## src/rtl/simon_pattern_store.sv

```systemverilog
// simon_pattern_store
//   Holds the Simon game's growing pattern sequence. It checks switch
//   patterns for legality and appends accepted ones. On command it replays
//   the stored sequence one entry per step. It also compares the player's
//   repeated entries against the stored sequence.
//
// Ports
//   clk            system clock, all state updates on the rising edge
//   rst            synchronous reset, active-low
//   sw_pattern     current switch pattern
//   level          0 = easy (exactly one bit set is legal), 1 = hard (any legal)
//   cmd_clear      empty the sequence (same effect as reset on state/outputs)
//   cmd_store      append sw_pattern if it is legal and the store is not full
//   cmd_play_start rewind the shared pointer to entry 0 and present that entry
//   cmd_play_step  advance playback to the next entry
//   cmd_check      compare sw_pattern against the entry at the pointer
//   pattern_legal  combinational legality of sw_pattern under level
//   store_ack      one-cycle pulse: the previous cycle's store was accepted
//   play_pattern   registered pattern at the playback pointer
//   play_valid     play_pattern holds a real entry
//   play_last      play_pattern is the final stored entry
//   check_done     one-cycle pulse: the check result is valid
//   check_match    the last check matched
//   check_last     the last check was against the final entry
//   count          number of stored patterns
//   full           count == DEPTH
//
// Command priority: clear > store > play_start > check > play_step.
module simon_pattern_store #(
  parameter int WIDTH = 4,
  parameter int DEPTH = 64
) (
  input  logic                     clk,
  input  logic                     rst,
  input  logic [WIDTH-1:0]         sw_pattern,
  input  logic                     level,
  input  logic                     cmd_clear,
  input  logic                     cmd_store,
  input  logic                     cmd_play_start,
  input  logic                     cmd_play_step,
  input  logic                     cmd_check,
  output logic                     pattern_legal,
  output logic                     store_ack,
  output logic [WIDTH-1:0]         play_pattern,
  output logic                     play_valid,
  output logic                     play_last,
  output logic                     check_done,
  output logic                     check_match,
  output logic                     check_last,
  output logic [$clog2(DEPTH):0]   count,
  output logic                     full
);

  localparam int AW = $clog2(DEPTH);
  localparam int CW = AW + 1;

  localparam logic [CW-1:0] CNT_ZERO = {CW{1'b0}};
  localparam logic [CW-1:0] CNT_ONE  = {{AW{1'b0}}, 1'b1};
  localparam logic [CW-1:0] CNT_TWO  = {{(CW-2){1'b0}}, 2'b10};
  localparam logic [CW-1:0] CNT_FULL = {1'b1, {AW{1'b0}}};
  localparam logic [AW-1:0] PTR_ZERO = {AW{1'b0}};
  localparam logic [AW-1:0] PTR_ONE  = {{(AW-1){1'b0}}, 1'b1};
  localparam logic [WIDTH-1:0] PAT_ZERO = {WIDTH{1'b0}};

  // True when exactly one bit of the pattern is set (all-zero is rejected).
  function automatic logic is_one_hot(input logic [WIDTH-1:0] p);
    logic seen;
    logic dup;
    seen = 1'b0;
    dup  = 1'b0;
    for (int i = 0; i < WIDTH; i++) begin
      if (p[i]) begin
        if (seen) begin
          dup = 1'b1;
        end else begin
          seen = 1'b1;
        end
      end
    end
    return seen && !dup;
  endfunction

  logic [WIDTH-1:0] mem_r [DEPTH];
  logic [CW-1:0]    count_r;
  logic [AW-1:0]    ptr_r;
  logic             store_ack_r;
  logic [WIDTH-1:0] play_pattern_r;
  logic             play_valid_r;
  logic             play_last_r;
  logic             check_done_r;
  logic             check_match_r;
  logic             check_last_r;

  logic [CW-1:0]    count_n_s;
  logic [AW-1:0]    ptr_n_s;
  logic             store_ack_n_s;
  logic [WIDTH-1:0] play_pattern_n_s;
  logic             play_valid_n_s;
  logic             play_last_n_s;
  logic             check_done_n_s;
  logic             check_match_n_s;
  logic             check_last_n_s;
  logic             wr_en_s;

  logic             legal_s;
  logic             full_s;
  logic [AW-1:0]    ptr_inc_s;
  logic             match_s;
  logic             at_last_s;

  assign legal_s   = level | is_one_hot(sw_pattern);
  assign full_s    = (count_r == CNT_FULL);
  assign ptr_inc_s = ptr_r + PTR_ONE;
  // An empty store never matches, even though mem[0] may hold stale data.
  assign match_s   = (count_r != CNT_ZERO) && (sw_pattern == mem_r[ptr_r]);
  // With count == 0, count-1 is all ones and can never equal a zero-extended ptr.
  assign at_last_s = ({1'b0, ptr_r} == (count_r - CNT_ONE));

  // Next-state decode with strict command priority.
  always_comb begin
    count_n_s        = count_r;
    ptr_n_s          = ptr_r;
    store_ack_n_s    = 1'b0;
    play_pattern_n_s = play_pattern_r;
    play_valid_n_s   = play_valid_r;
    play_last_n_s    = play_last_r;
    check_done_n_s   = 1'b0;
    check_match_n_s  = check_match_r;
    check_last_n_s   = check_last_r;
    wr_en_s          = 1'b0;

    if (cmd_clear) begin
      count_n_s        = CNT_ZERO;
      ptr_n_s          = PTR_ZERO;
      play_pattern_n_s = PAT_ZERO;
      play_valid_n_s   = 1'b0;
      play_last_n_s    = 1'b0;
      check_match_n_s  = 1'b0;
      check_last_n_s   = 1'b0;
    end else if (cmd_store) begin
      play_valid_n_s = 1'b0;
      if (legal_s && !full_s) begin
        wr_en_s       = 1'b1;
        count_n_s     = count_r + CNT_ONE;
        store_ack_n_s = 1'b1;
      end else begin
        store_ack_n_s = 1'b0;
      end
    end else if (cmd_play_start) begin
      ptr_n_s = PTR_ZERO;
      if (count_r != CNT_ZERO) begin
        play_pattern_n_s = mem_r[PTR_ZERO];
        play_valid_n_s   = 1'b1;
        play_last_n_s    = (count_r == CNT_ONE);
      end else begin
        play_pattern_n_s = PAT_ZERO;
        play_valid_n_s   = 1'b0;
        play_last_n_s    = 1'b0;
      end
    end else if (cmd_check) begin
      check_done_n_s  = 1'b1;
      check_match_n_s = match_s;
      check_last_n_s  = at_last_s;
      play_valid_n_s  = 1'b0;
      if (match_s && !at_last_s) begin
        ptr_n_s = ptr_inc_s;
      end else begin
        ptr_n_s = ptr_r;
      end
    end else if (cmd_play_step) begin
      // Stepping stops at the final entry, so ptr_inc_s is always < count here.
      if (play_valid_r && !play_last_r) begin
        ptr_n_s          = ptr_inc_s;
        play_pattern_n_s = mem_r[ptr_inc_s];
        play_last_n_s    = (({1'b0, ptr_r} + CNT_TWO) == count_r);
      end else begin
        ptr_n_s = ptr_r;
      end
    end else begin
      ptr_n_s = ptr_r;
    end
  end

  // Control and output registers; reset overrides any same-cycle command.
  always_ff @(posedge clk) begin
    if (!rst) begin
      count_r        <= CNT_ZERO;
      ptr_r          <= PTR_ZERO;
      store_ack_r    <= 1'b0;
      play_pattern_r <= PAT_ZERO;
      play_valid_r   <= 1'b0;
      play_last_r    <= 1'b0;
      check_done_r   <= 1'b0;
      check_match_r  <= 1'b0;
      check_last_r   <= 1'b0;
    end else begin
      count_r        <= count_n_s;
      ptr_r          <= ptr_n_s;
      store_ack_r    <= store_ack_n_s;
      play_pattern_r <= play_pattern_n_s;
      play_valid_r   <= play_valid_n_s;
      play_last_r    <= play_last_n_s;
      check_done_r   <= check_done_n_s;
      check_match_r  <= check_match_n_s;
      check_last_r   <= check_last_n_s;
    end
  end

  // Pattern array write; contents survive reset but are unreachable at count 0.
  always_ff @(posedge clk) begin
    if (rst && wr_en_s) begin
      mem_r[count_r[AW-1:0]] <= sw_pattern;
    end
  end

  assign pattern_legal = legal_s;
  assign store_ack     = store_ack_r;
  assign play_pattern  = play_pattern_r;
  assign play_valid    = play_valid_r;
  assign play_last     = play_last_r;
  assign check_done    = check_done_r;
  assign check_match   = check_match_r;
  assign check_last    = check_last_r;
  assign count         = count_r;
  assign full          = full_s;

endmodule

```

## config.mk

```make
export PLATFORM = sky130hd
export DESIGN_NAME = simon_pattern_store
export DESIGN_NICKNAME = d
export VERILOG_FILES = /design/src/rtl/simon_pattern_store.sv
export SDC_FILE = /design/constraint.sdc
export NUM_CORES = 1
export LEC_CHECK = 0
export ABC_AREA = 1
export BUFFER_PORTS_ARGS = -buffer_cell sky130_fd_sc_hd__buf_4
export CAP_MARGIN = 20
export CELL_PAD_IN_SITES_DETAIL_PLACEMENT = 1
export CELL_PAD_IN_SITES_GLOBAL_PLACEMENT = 2
export CORE_MARGIN = 8
export CORE_UTILIZATION = 40
export CTS_CLUSTER_DIAMETER = 80
export DETAILED_ROUTE_END_ITERATION = 16
export PLACE_DENSITY = 0.89
export SLEW_MARGIN = 20
export SYNTH_ARGS = -nofsm -noshare
export SYNTH_HDL_FRONTEND = slang
export SYNTH_SLANG_ARGS = --single-unit
```

## constraint.sdc

```tcl
create_clock -name clk -period 3 [get_ports clk]
set_input_delay 0.3 -clock clk [delete_from_list [all_inputs] [get_ports clk]]
set_output_delay 0.3 -clock clk [all_outputs]
set_load 0.005 [all_outputs]
```

Word-level counts from Yosys, hierarchy flattened:

Memory sizes are Yosys's and may differ from the RTL's. A register that Yosys moved wholly into a read port is not among the register bits.
Cells that the tools add are included.

* memories kept: 1
* bits of input ports: 12
* bits in registers: 23
* bits in writable memories: 256
* logic and storage cells: 84
* output and inout bits: 19

* reduce and logical (&&, ||, !) cells: 23
* $add $sub $neg: 4
* muxes and demuxes: 36
* bitwise operators: 4
* equality and inequality tests: 7

Memory list
* mem_r: depth 64, width 4, rd ports 3, clocked after Yosys merged registers in 1, wr ports 1, RTL line 83 `logic [WIDTH-1:0] mem_r [DEPTH];`

Operator list (number)
* $mux W6: 7
* $mux W1: 24
* $mux W4: 5
* $reduce_and A4 Y1: 2
* $add A6 B2 Y7 const B: 1
* $add A7 B1 Y7 const B: 1
* $eq A6 B7 Y1: 1
* $eq A7 B1 Y1 const B: 1
* $eq A7 B7 Y1: 1
* $eq A7 B7 Y1 const B: 1
* $reduce_bool A7 Y1: 1
* $sub A7 B1 Y7 const B: 1
* $add A6 B1 Y6 const B: 1
* $logic_and A1 B1 Y1: 6
* $reduce_bool A2 Y1: 3
* $reduce_bool A3 Y1: 2
* $eq A4 B4 Y1: 1
* $logic_not A1 Y1: 4
* $reduce_or A4 Y1: 1
* $ne A3 B2 Y1 const B: 1
* $not A1 Y1: 3
* $reduce_and A3 Y1: 1
* $reduce_or A3 Y1: 1
* $ne A2 B2 Y1 const B: 1
* 3 further kinds: 3

Longest topological paths before layout:

* word-level depth: 17
* depth in mapped cells: 21
* mapped depth without buffers: 19

Least setup slack after synthesis:

No wires, ideal clock.

* path kind: register to register
* start: reg count_r[0] (netlist: count[0])
* end: mem mem_r[11][0], enable pin
* path buffers: 0
* period minus slack after synthesis: 2.518 ns
* arrival: 2.188 ns
* setup time: 0.330 ns
* path slack: 0.482 ns
* data required time: 2.670 ns
* cell stages (with the launch flop): 14
* cell sequence: dfxtp_1 clkinv_1 ha_1 inv_1 nor2_1 inv_1 nor2_1 inv_1 nor2_1 nor2_1 nand2_1 nor3_1 nand3_1 nor2_1

* cells in the longest elaborated chain, start to end: 9

Ends and longest elaborated chain
* from (decl): RTL line 84 `logic [CW-1:0] count_r;`
* from (signal assigned): RTL line 197 `count_r <= count_n_s;`
* $eq A7 B7 Y1: RTL line 112 `assign full_s = (count_r == CNT_FULL);`
* via full: RTL line 51 `output logic full`
* $logic_not A1 Y1: RTL line 142 `if (legal_s && !full_s) begin`
* $logic_and A1 B1 Y1: RTL line 142
* $mux W1: RTL line 142
* $mux W1
* $mux W1: RTL line 132 `if (cmd_clear) begin`
* $logic_and A1 B1 Y1: RTL line 211 `if (rst && wr_en_s) begin`
* $mux W1: RTL line 211
* $mux W1 (not written as such): RTL line 212 `mem_r[count_r[AW-1:0]] <= sw_pattern;`
* to (decl): RTL line 83

The timed path passes the listed nets, and every way through them passes these cells.

==> flow_metrics.env <==
export IMPL_multi_input_area_um2=5620
export IMPL_place_congestion=0.8932
export IMPL_synth_area_top_cells="edfxtp_1, nand2_1, nand3_1"
export IMPL_synth_cell_types=36
export IMPL_antenna_cells=0
export IMPL_final_max_slew_viol_count=0
export IMPL_grt_pass1_vias=13406
export IMPL_post_drt_wl_per_cell_um=25.40
export IMPL_ioPinCount=31
export IMPL_clockBufferDepth=3
export IMPL_yosysWarnings=0
export IMPL_post_cts_setup_buffers=0
export IMPL_htreeDepth=1
export IMPL_crit_arrival_ns=3.30
export IMPL_power_density_nw_per_um2=558.8
export IMPL_grt_ovfl_total=0
export IMPL_vias_per_cell=6.005
export IMPL_floorplan_die_width_um=207.0
export IMPL_drt_pass1_iterations=5
export IMPL_grt_usage_pct=24.36
export IMPL_synth_seq_area_share_pct=56.65
export IMPL_hp_class="input port to register"
export IMPL_syn_inst=1632
export IMPL_top_usage_layer="met2"
export IMPL_fmax_mhz=349.5
export IMPL_synth_top_area_cell="edfxtp_1"
export IMPL_synth_nets=1649
export IMPL_path_max_fanout=29
export IMPL_slew_headroom_pct=43.25
export IMPL_worst_setup_path_start_kind="register"
export IMPL_maxCapViolations=0
export IMPL_post_place_ws_ns=0.02385
export IMPL_die_h_um=207.0
export IMPL_peakVddDrop_uv=457.9
export IMPL_antenna_found_initial=1
export IMPL_skew_ns=0.02091
export IMPL_synth_cell_area_um2=14600
export IMPL_drt_iter0_markers=1394
export IMPL_met1_usage_pct=31.95
export IMPL_numCtsBuffers=31
export IMPL_grt_pass1_wl_mm=82.19
export IMPL_initial_core_util_pct=40.25
export IMPL_finalCriticalPeriod_ns=2.861
export IMPL_dp_hpwl_mm=34.33
export IMPL_setup_viol=0
export IMPL_report_final_hold_viol_count=0
export IMPL_grtUsageMet2_pct=41.38
export IMPL_critPathKind="register to register"
export IMPL_die_area_um2=42860
export IMPL_r2r_slack_ns=0.14
export IMPL_grtUsageMet3_pct=2.657
export IMPL_worstHoldPathCells=4
export IMPL_drcViolationCount=0
export IMPL_syn_area_per_cell_um2=8.943
export IMPL_post_route_period_util_pct=95.37
export IMPL_yosys_area_top_type_share_pct=52.67
export IMPL_clock_latency_ns=0.57
export IMPL_required_ns=3.44
export IMPL_root_buffer="clkbuf_16"
export IMPL_design_power_total_mw=9.322
export IMPL_tightest_slew_ns=0.8512
export IMPL_areaGrowthSynthToFinish_pct=14.31
export IMPL_yosys_register_bits=285
export IMPL_io_buffers=30
export IMPL_status="completed"
export IMPL_nets=1665
export IMPL_vias=12850
export IMPL_power_leakage_nw=6.010
export IMPL_reg2reg_depth=16
export IMPL_final_core_util_pct=46.01
export IMPL_clkTransAtPathRegs_ns=0.06
export IMPL_cts_sinks=285
export IMPL_worst_slack_ns=0.1389
export IMPL_drive_above_1_share_pct=9.151
export IMPL_whs_ns=0.1601
export IMPL_wirelength_mm=54.35
export IMPL_ant_nets=0
export IMPL_grt_max_degree=99
export IMPL_cts_tree="built"
export IMPL_core_area_um2=36260
export IMPL_nFillCells=4206
export IMPL_rows=70
export IMPL_critPathCaptureType="register"
export IMPL_seqCellArea_um2=8277
## synth_stat cells, drive strengths merged
master / instances
xor2: 8
nand4: 11
dfxtp: 29
nor2: 250
o22ai: 3
a22oi: 1
buf: 57
a21oi: 28
a31oi: 3
edfxtp: 256
a311o: 1
clkinv: 4
o211ai: 38
o2111ai: 1
nand2: 378
o32ai: 16
nor4: 1
nand3b: 2
nand3: 249
nor3: 12
clkbuf: 51
o21ai: 134
inv: 54
xnor2: 5
mux2i: 17
o221ai: 18
ha: 5
## layer usage
layer,wire length (µm),vias to the layer above
met2,26370,517
li1,-,5749
met1,22530,6454
met4,1968,0
met3,3483,130
met5,0,-
## sequential cells by signal, indices dropped and copies added, names as in the netlist, named ones only
signal / count
check_last: 1
store_ack: 1
play_last: 1
ptr_r: 6
play_valid: 1
count: 7
check_done: 1
check_match: 1
play_pattern: 4
mem_r: 256
## final timing paths
| path | startpoint | to |
|---|---|---|
| worst min-delay path | cmd_play_start | register |
| worst min register to register | play_pattern[1]$_SDFFE_PP0P_ | play_pattern[1]$_SDFFE_PP0P_ |
| worst max register to register | register | ptr_r[0]$_SDFFE_PP0P_ |
| worst max-delay path | register | ptr_r[0]$_SDFFE_PP0P_ |
## what timing repair did
action | in CTS | in global routing
endpoints found under the hold margin | 2 | 0
gates cloned | 0 | 1
hold buffers | 1 | 0
resized for setup | 1 | 10
setup endpoints to repair | 2 | 16
## report_power, final
group,internal [mW],switching [mW]
Clock,2.50,1.60
Combinational,0.260,0.616
Sequential,4.33,0.0149
## placed cells by master (no fill, tap or decap), types with 28 or more instances in the layout
cell type and instances:
edfxtp_1 256, nand2_1 376, nand3_1 246, nor2_1 247
a21oi_1 28, clkbuf_16 32, o211ai_1 38, o21ai_0 133
buf_4 74, inv_1 51
## logic make-up (layout without fill, tap and decap cells)
| family | after synthesis | after routing | synth area share, % |
|---|---|---|---|
| simple gates | 903 | 903 | 25.86 |
| buf+inv | 166 | 206 | 5.135 |
| fa+ha+maj | 5 | 5 | 0.4286 |
| flops | 285 | 285 | 56.65 |
| mux | 17 | 17 | 1.166 |
| xor+xnor | 13 | 13 | 0.7801 |
| compound gates | 243 | 243 | 9.987 |
## critical path, stage by stage, from the launching register on
cell	delay, ns
dfxtp_2	0.43
buf_6	0.32
nand3_1	0.15
nand3_1	0.12
nand2_1	0.09
nand2_1	0.07
nand3_1	0.17
nand3_2	0.15
nand2_1	0.13
nand2_1	0.18
nand2_1	0.15
nor2_4	0.18
nand3_2	0.11
nand2_4	0.12
nand2_2	0.11
nor2_1	0.17
nor2_1	0.07
## area by class of cell
type / count / share of cell area [%]
Sequential cell: 285 / 49.61
Clock inverter: 14 / 1.335
Inverter: 58 / 1.365
Multi-Input combinational cell: 1181 / 33.69
Clock buffer: 43 / 5.160
Tap cell: 468 / 3.510
Timing Repair Buffer: 91 / 5.332
## stage by stage
stage	area [µm²]	TNS, ns	std cells
final	16680	0	2140
after global routing	16680	-0.0007665	2140
after global placement	15520	0	2081
after detailed placement	15520	0	2081
after CTS	16620	0	2139
after floorplan	14600	0	1632
Power figures use the tool's default switching activity.
